===== config.mk =====
export PLATFORM = sky130hd
export DESIGN_NAME = scan_controller
export DESIGN_NICKNAME = d
export VERILOG_FILES = /design/src/rtl/scan_controller_pkg.sv /design/src/rtl/scan_controller_raster_counter.sv /design/src/rtl/scan_controller.sv
export SDC_FILE = /design/constraint.sdc
export NUM_CORES = 1
export LEC_CHECK = 0
export BUFFER_PORTS_ARGS = -buffer_cell sky130_fd_sc_hd__buf_4
export CORE_ASPECT_RATIO = 1.75
export CORE_MARGIN = 8
export CORE_UTILIZATION = 51
export CTS_CLUSTER_DIAMETER = 50
export DETAILED_ROUTE_END_ITERATION = 7
export PLACE_DENSITY = 0.79
export SYNTH_ARGS = -nofsm -noshare
export SYNTH_HDL_FRONTEND = slang
export SYNTH_SLANG_ARGS = --single-unit

===== constraint.sdc =====
create_clock -name CLK -period 2.2 [get_ports CLK]
set_input_delay 0.44 -clock CLK [delete_from_list [all_inputs] [get_ports CLK]]
set_output_delay 0.44 -clock CLK [all_outputs]
set_load 0.01 [all_outputs]

===== src/rtl/scan_controller_pkg.sv =====
// Shared definitions for the Mandelbrot scan path: frame geometry and
// iteration-width defaults common to scan_controller, pointGenerator and the
// frame store, plus the scan FSM state encoding.
package scan_controller_pkg;

    localparam int unsigned H_RES_DEF = 640;  // pixels per line
    localparam int unsigned V_RES_DEF = 480;  // lines per frame
    localparam int unsigned HBI_DEF   = 64;   // MSB index of iteration count
    localparam int unsigned AW_DEF    = 19;   // pixel address width
    localparam int unsigned CW        = 12;   // coordinate width

    typedef enum logic [1:0] {
        ST_IDLE,
        ST_ISSUE,
        ST_WAIT,
        ST_EMIT
    } state_t;

endpackage


===== src/rtl/scan_controller_raster_counter.sv =====
// raster_counter: x/y/address counters for a raster walk of the frame.
// Ports:
//   i_clk, i_rst_n   clock, asynchronous active-low reset
//   i_clear          return to pixel (0,0), address 0 (priority over advance)
//   i_advance        step to the next pixel in raster order
//   o_x, o_y         current coordinates
//   o_addr           running linear address (y*H_RES+x without a multiplier)
//   o_last_pixel     current pixel is the final pixel of the frame
module raster_counter
    import scan_controller_pkg::*;
#(
    parameter int unsigned H_RES = H_RES_DEF,
    parameter int unsigned V_RES = V_RES_DEF,
    parameter int unsigned AW    = AW_DEF
) (
    input  logic          i_clk,
    input  logic          i_rst_n,
    input  logic          i_clear,
    input  logic          i_advance,
    output logic [CW-1:0] o_x,
    output logic [CW-1:0] o_y,
    output logic [AW-1:0] o_addr,
    output logic          o_last_pixel
);

    localparam logic [CW-1:0] X_LAST   = CW'(H_RES - 1);
    localparam logic [CW-1:0] Y_LAST   = CW'(V_RES - 1);
    localparam logic [CW-1:0] C_ONE    = CW'(1);
    localparam logic [AW-1:0] ADDR_ONE = AW'(1);

    logic [CW-1:0] r_x;
    logic [CW-1:0] r_y;
    logic [AW-1:0] r_addr;
    logic          w_last_col;

    assign w_last_col   = (r_x == X_LAST);
    assign o_last_pixel = w_last_col && (r_y == Y_LAST);
    assign o_x          = r_x;
    assign o_y          = r_y;
    assign o_addr       = r_addr;

    always_ff @(posedge i_clk or negedge i_rst_n) begin
        if (!i_rst_n) begin
            r_x    <= '0;
            r_y    <= '0;
            r_addr <= '0;
        end else if (i_clear) begin
            r_x    <= '0;
            r_y    <= '0;
            r_addr <= '0;
        end else if (i_advance) begin
            if (w_last_col) begin
                r_x <= '0;
                r_y <= r_y + C_ONE;
            end else begin
                r_x <= r_x + C_ONE;
            end
            r_addr <= r_addr + ADDR_ONE;
        end
    end

endmodule


===== src/rtl/scan_controller.sv =====
// scan_controller: walks (x, y) over the frame in raster order, loads each
// point into pointGenerator, waits for its ready, and presents the captured
// iteration count with coordinates and address on a valid/ready pixel stream.
// One frame per accepted start pulse.
// Ports:
//   CLK, reset            clock, asynchronous active-low reset
//   start, abort          begin a frame when idle / abandon current frame
//   busy, frame_done      frame in progress / one-cycle end-of-frame pulse
//   x, y, pg_reset        point and load/hold to pointGenerator
//   pg_ready, pg_iteration  pointGenerator result
//   pix_valid, pix_ready  pixel stream handshake
//   pix_x, pix_y, pix_addr, pix_iter  pixel beat payload
module scan_controller
    import scan_controller_pkg::*;
#(
    parameter int unsigned H_RES = H_RES_DEF,
    parameter int unsigned V_RES = V_RES_DEF,
    parameter int unsigned HBI   = HBI_DEF,
    parameter int unsigned AW    = AW_DEF
) (
    input  logic          CLK,
    input  logic          reset,
    input  logic          start,
    input  logic          abort,
    output logic          busy,
    output logic          frame_done,
    output logic [CW-1:0] x,
    output logic [CW-1:0] y,
    output logic          pg_reset,
    input  logic          pg_ready,
    input  logic [HBI:0]  pg_iteration,
    output logic          pix_valid,
    input  logic          pix_ready,
    output logic [CW-1:0] pix_x,
    output logic [CW-1:0] pix_y,
    output logic [AW-1:0] pix_addr,
    output logic [HBI:0]  pix_iter
);

    state_t        r_state;
    logic          r_busy;
    logic          r_frame_done;
    logic          r_pg_reset;
    logic          r_pix_valid;
    logic [CW-1:0] r_pix_x;
    logic [CW-1:0] r_pix_y;
    logic [AW-1:0] r_pix_addr;
    logic [HBI:0]  r_pix_iter;

    logic          w_handshake;
    logic          w_last;
    logic          w_clear;
    logic          w_advance;
    logic [AW-1:0] w_addr;

    // pix_valid is always high in EMIT, so the state alone qualifies the beat.
    assign w_handshake = (r_state == ST_EMIT) && pix_ready;

    // Counters return to (0,0) on abort, on frame start and after the last
    // beat; otherwise they step once per transferred beat. An aborted beat
    // never advances.
    assign w_clear   = abort || ((r_state == ST_IDLE) && start) || (w_handshake && w_last);
    assign w_advance = w_handshake && !w_last;

    raster_counter #(
        .H_RES (H_RES),
        .V_RES (V_RES),
        .AW    (AW)
    ) u_raster (
        .i_clk        (CLK),
        .i_rst_n      (reset),
        .i_clear      (w_clear),
        .i_advance    (w_advance),
        .o_x          (x),
        .o_y          (y),
        .o_addr       (w_addr),
        .o_last_pixel (w_last)
    );

    always_ff @(posedge CLK or negedge reset) begin
        if (!reset) begin
            r_state      <= ST_IDLE;
            r_busy       <= 1'b0;
            r_frame_done <= 1'b0;
            r_pg_reset   <= 1'b1;
            r_pix_valid  <= 1'b0;
            r_pix_x      <= '0;
            r_pix_y      <= '0;
            r_pix_addr   <= '0;
            r_pix_iter   <= '0;
        end else begin
            r_frame_done <= 1'b0;
            if (abort) begin
                r_state     <= ST_IDLE;
                r_busy      <= 1'b0;
                r_pg_reset  <= 1'b1;
                r_pix_valid <= 1'b0;
            end else begin
                case (r_state)
                    ST_IDLE: begin
                        r_pg_reset <= 1'b1;
                        if (start) begin
                            r_busy  <= 1'b1;
                            r_state <= ST_ISSUE;
                        end
                    end
                    // pg_reset is still high across this edge, so
                    // pointGenerator loads the current point here.
                    ST_ISSUE: begin
                        r_pg_reset <= 1'b0;
                        r_state    <= ST_WAIT;
                    end
                    ST_WAIT: begin
                        if (pg_ready) begin
                            r_pix_iter  <= pg_iteration;
                            r_pix_x     <= x;
                            r_pix_y     <= y;
                            r_pix_addr  <= w_addr;
                            r_pix_valid <= 1'b1;
                            r_pg_reset  <= 1'b1;
                            r_state     <= ST_EMIT;
                        end
                    end
                    ST_EMIT: begin
                        if (pix_ready) begin
                            r_pix_valid <= 1'b0;
                            if (w_last) begin
                                r_frame_done <= 1'b1;
                                r_busy       <= 1'b0;
                                r_state      <= ST_IDLE;
                            end else begin
                                r_state <= ST_ISSUE;
                            end
                        end
                    end
                    default: begin
                        r_state <= ST_IDLE;
                    end
                endcase
            end
        end
    end

    assign busy       = r_busy;
    assign frame_done = r_frame_done;
    assign pg_reset   = r_pg_reset;
    assign pix_valid  = r_pix_valid;
    assign pix_x      = r_pix_x;
    assign pix_y      = r_pix_y;
    assign pix_addr   = r_pix_addr;
    assign pix_iter   = r_pix_iter;

endmodule


Word-level counts from Yosys, hierarchy flattened. Index checks and enable logic that the tools add are counted.

Logic and storage cells: 74. Flip-flop bits (word level): 157. Output and inout port bits: 136.

Equality and inequality tests: 9. Reduce and logical (&&, ||, !) cells: 20. Mux-type cells: 29. Add/subtract/negate cells: 3. Bitwise operators: 1.

Operator list (number): $mux W12 (6); $mux W19 (2); $add A12 B1 Y12 const B (2); $add A19 B1 Y19 const B (1); $mux W1 (13); $eq A12 B10 Y1 const B (1); $eq A12 B9 Y1 const B (1); $ne A3 B3 Y1 const B (4); $reduce_and A3 Y1 (3); $mux W2 (4); $pmux W2 S4 (1); $reduce_bool A3 Y1 (2); $logic_and A1 B1 Y1 (5); $eq A2 B2 Y1 const B (2); $pmux W1 S2 (2); $reduce_and A2 Y1 (2); $reduce_and A4 Y1 (1); $reduce_bool A2 Y1 (2); $reduce_bool A4 Y1 (1); $pmux W1 S3 (1); $eq A2 B1 Y1 const B (1); $logic_not A2 Y1 (1); $logic_or A1 B1 Y1 (2); $logic_not A1 Y1 (1); $not A1 Y1 (1).

Depth between registers and ports, before layout.
Depth in word-level cells: 6. Depth in mapped cells: 8. Depth with buffers taken out: 7.

Cells and area by module. Synthesis repeated with hierarchy kept, for this count alone.

Cell total of the unflattened synthesis: 517. Area, all modules: 6827.8 µm².

Modules (own cells, without submodules): scan_controller (cells an instance 275, instances 1, area an instance 4516.8 µm², sequential area each 2854.0 µm²); raster_counter (cells an instance 242, instances 1, area an instance 2311.0 µm², sequential area each 1076.0 µm²).

Worst setup path before layout. Ideal clock, no wire load.

Path kind: reg2reg. Start: register r_state[0]. End: register u_raster.r_addr[10], in the netlist u_raster.o_addr[10]. Stages on the path, launching flop included: 9. Required time: 2081 ps. Path buffers: 1. Arrival time: 1719 ps. Slack: 363 ps. Cells stage by stage: dfrtp_1 -> inv_1 -> ha_1 -> a221o_1 -> buf_2 -> nor3b_2 -> and4_1 -> xnor2_1 -> nor2_1.

Cells in the longest elaborated chain, start to end: 5. Elaborated cells on any way between the ends: 10.

RTL lines: start, declared (RTL line scan_controller.sv:40) `state_t r_state;`; start signal, assigned (RTL line scan_controller.sv:82) `r_state <= ST_IDLE;`; start signal, assigned (RTL line scan_controller.sv:94) `r_state <= ST_IDLE;`; start signal, assigned (RTL line scan_controller.sv:104) `r_state <= ST_ISSUE;`; $eq A2 B2 Y1 / $logic_not A2 Y1 (equally long branches) (RTL line scan_controller.sv:57, scan_controller.sv:62); $logic_and A1 B1 Y1 (on tied branches) (RTL line scan_controller.sv:57, scan_controller.sv:62); $logic_and A1 B1 Y1 / $logic_or A1 B1 Y1 (equally long branches) (RTL line scan_controller.sv:62) `assign w_clear = abort || ((r_state == ST_IDLE) && start) || (w_handshake && w_last);`; $logic_or A1 B1 Y1 (RTL line scan_controller.sv:62); $mux W19 / $reduce_bool A2 Y1 (equally long branches); end signal, assigned (RTL line scan_controller_raster_counter.sv:58) `r_addr <= r_addr + ADDR_ONE;`; end, declared (RTL line scan_controller_raster_counter.sv:33) `logic [AW-1:0] r_addr;`.

Parallel ways exist; a longest one is shown, timed or not. A chain may end at the register's enable or synchronous reset.

Worst setup path after layout.
Start: register r_state[1]. End: register u_raster.r_x[11], in the netlist u_raster.o_x[11].

Cells in the longest elaborated chain, start to end: 5. Elaborated cells on any way between the ends: 10.

RTL lines: $eq A2 B2 Y1 / $logic_not A2 Y1 (equally long branches) (RTL line scan_controller.sv:57, scan_controller.sv:62); $logic_and A1 B1 Y1 (on tied branches) (RTL line scan_controller.sv:57, scan_controller.sv:62); $logic_and A1 B1 Y1 / $logic_or A1 B1 Y1 (equally long branches) (RTL line scan_controller.sv:62); $logic_or A1 B1 Y1 (RTL line scan_controller.sv:62); $mux W12 / $reduce_bool A2 Y1 (equally long branches); end signal, assigned (RTL line scan_controller_raster_counter.sv:56) `r_x <= r_x + C_ONE;`; end, declared (RTL line scan_controller_raster_counter.sv:31) `logic [CW-1:0] r_x;`.

Parallel ways exist; a longest one is shown, timed or not.

==> metrics.md <==
| Metric | Value |
|---|---|
| Site Rows | 55 |
| Syn Area/Cell | 13.0 um^2 |
| Crit-path slowest cell | a221o_1 |
| Clock Pin Slew Worst Setup and Hold Paths | around 0.06 ns |
| Maximum clock insertion buffer count | 2 |
| Reg area | 3930 um^2 |
| Die Area | ~17000 um^2 |
| Post-CTS setup buffers | 0 |
| Leakage power | 0.00453 uW |
| Crit Path Max Fanout | 8 |
| Vias in the first global route | ~5400 |
| Tot Pwr | 9190 uW |
| Slew margin rel. | 67.8% |
| Post-place instance area | between 8000 and 9000 um^2 |
| Routing usage on met2 | 38.2% |
| Total Wirelength | 17300 um |
| FF+latch count, synth | around 160 |
| R2R Setup Slk | about 0.16 ns |
| Nets | 816 |
| Core region area | 12800 um^2 |
| Chip width | between 100 and 150 um |
| Worst R2R Start | r_state[1] |
| Synth top cells by count | dfrtp_1 (156), mux2_2 (105), nor2_1 (42) |
| Clk_lat worst skew | 0.41 ns |
| Post-synth top area cell | dfrtp_1 |
| Worst path max stage delay | 0.45 ns |
| H-tree depth | 4 |
| RSZ-0062 raised after global routing | false |
| Status | complete, no violations |
| Post-synth EDFFs | 0 |
| Worst r2r path cells | 7 |
| Worst Setup End Kind | flop |
| Power Density | between 1000 and 1500 nW/um^2 |
| Startpoint Class | flop |
| Starting Density | 51.6% |
| Worst clock skew | 0.00820 ns |
| Share of the synthesized area in the top cell type | slightly below 60% |
| Total grt overflow | 0 |
| Max-slew violations | 0 |
| Count of cell types in the netlist | 44 |
| Gp weighted congestion | 0.918 |
| Post-route minimum period | between 2 and 2.5 ns |
| DP HPWL | around 13000 um |
| ANT cells | 0 |
| Syn. warnings | 0 |
| Post-layout util | between 70% and 80% |
| I/O Buffers | 206 |
| Number of remaining DRC errors | 0 |
| Top FF cell, synth | dfrtp_1 |
| Min-Delay Path Class | primary input to flop |
| Num CTS Buffers | 17 |
| Clock sink count | 157 |
| Root buf cell | clkbuf_16 |
| DRT antenna net count | 0 |
| CP startpoint | r_state[1] |
| Ys async rst share | 100% |
| Layout cells sized above 1 | 50.3% |
| Crit-path cells | ha_1 -> a221o_1 -> buf_4 -> and3_1 -> nand4_1 -> xor2_1 -> nor2_1 |
| Synth area leaders | dfrtp_1 (59%), mux2_2 (18%), xor2_1 (3.2%) |
| Count leader, synth | dfrtp_1 |
| Worst slew pin tran | 0.483 ns |
| Reg-to-Reg End | u_raster.o_x[11] |
| Post-synthesis sequential area ratio | 59.5% |
| Maximum VDD drop | 0.000683 V |
| Fin. Hold Viols | 0 |
| Setup CP Type | flop to flop |
| Area of the multi-input gates | roughly 2600 um^2 |
| Detailed Routing Iterations Pass 1 | 4 |
| MaxCap Viol Count | 0 |
| Met1 Use GR | a little over a fifth |
| Hold path cells | 2 |
| Via density | 5.36 |
| GRT busiest layer | met2 |
| Layout area overhead | 37.7% |
| Gr usage total | a little over a fifth |
| Design Area, Final | around 9100 um^2 |
| Max Freq | 491 MHz |
| Boundary pin count | 207 |
| Post-Syn Nets | 586 |
| Worst EP required | around 2.5 ns |
| 1st-iter DRT viols | 154 |
| Setup TNS | 0 ns |
| Synth Instances | 508 |
| Antenna violations before repair | 0 |
| M3 GR Usage | roughly 6.4% |
| Final worst path period share | 92.6% |
| Layout fillers | around 950 |
| CTS tree | built |
| Drt wl/cell | 18.7 um |
| Syn Std Cell Area | 6600 um^2 |
| Via count | ~4900 |
| Worst Path Arrival | around 2.3 ns |
| Largest net degree at the start of global routing | 63 |
| Hold_sp | abort |
| Hold Slack | 0.249 ns |
| First-pass GRT wire length | 28100 um |
| Die height | ~170 um |
| Hold endpoint | pix_valid |
| Final setup vio count | 0 |
[flip-flops by register name, summed over array words and instances (netlist names)]
signal / count
busy: 1
frame_done: 1
pg_reset: 1
pix_addr: 19
pix_iter: 65
pix_valid: 1
pix_x: 12
pix_y: 12
r_state: 2
u_raster.o_addr: 19
u_raster.o_x: 12
u_raster.o_y: 12
[cell type report]
type                    instances  area share, %
clock buffers                  18           4.72
clock inverters                14           1.21
inverters                       8          0.330
multi-input cells             325           28.4
flip-flops and latches        157           43.2
well taps                     171           2.35
repair buffers                229           19.8
[per-stage QoR]
| stage | instances | worst slack, ns |
|---|---|---|
| 5_1_grt | 922 | 0.0146 |
| 3_5_place_dp | 889 | 0.142 |
| 3_3_place_gp | 889 | 0.247 |
| 4_1_cts | 922 | 0.103 |
| 2_1_floorplan | 508 | 0.363 |
| 6_report | 922 | 0.163 |
[critical path: cells and delay by family (launching register included)]
| kind | cells | cell delay, ns |
|---|---|---|
| adders and majority gates | 1 | 0.30 |
| buffers and inverters | 1 | 0.19 |
| and+or+nand+nor | 3 | 0.40 |
| DFF | 1 | 0.43 |
| xor gates and xnor gates | 1 | 0.15 |
| AOI/OAI and AO/OA | 1 | 0.45 |
[power by group]
part	switching (uW)	internal, uW	leakage [uW]	total, uW
clock	1210	1460	0.000260	2680
combinational	1170	1490	0.00219	2660
sequential	335	3520	0.00207	3860
total	2720	6480	0.00453	9190
[placed cells by master, fill, tap and decap left out, drive strengths merged, types with 4 or more instances in the layout]
master	n
clkinv	5
nand2	40
xor2	24
nor4	4
xnor2	5
or3	7
nor3b	4
and3	7
o21ai	9
nand4	16
nand2b	6
ha	7
dfrtp	156
mux2	105
nand3	10
clkbuf	18
nor2	42
buf	228
inv	14
a21oi	13
[what timing repair did]
action / CTS / global route
resized for setup: 0 / 3
setup endpoints to repair: 0 / 19
endpoints found under the hold margin: 46 / 0
hold buffers: 1 / 0
[worst max-delay path by stage]
stage / end / slack (ns)
2_1_floorplan: u_raster.o_addr[10] / 0.36
3_3_place_gp: u_raster.o_x[9] / 0.25
3_5_place_dp: u_raster.o_addr[9] / 0.14
4_1_cts: u_raster.o_addr[10] / 0.10
5_1_grt: u_raster.o_addr[10] / 0.01
6_report: u_raster.o_x[11] / 0.16
[cell families after synthesis]
| kind of cell | Yosys count | share of synthesized area [%] |
|---|---|---|
| simple gates | 148 | 12.1 |
| xor+xnor | 29 | 3.85 |
| mux | 107 | 18.2 |
| fa+ha+maj | 7 | 1.33 |
| compound gates | 34 | 3.11 |
| flops | 157 | 59.5 |
| buf+inv | 26 | 1.93 |
[metal layers]
layer  vias up  wire length (um)
met2       182              9680
li1       2238                 -
met1      2478              5920
met5         -                 0
met3        41              1120
met4         0               543
Note: power is estimated with default switching activity, not from simulation.
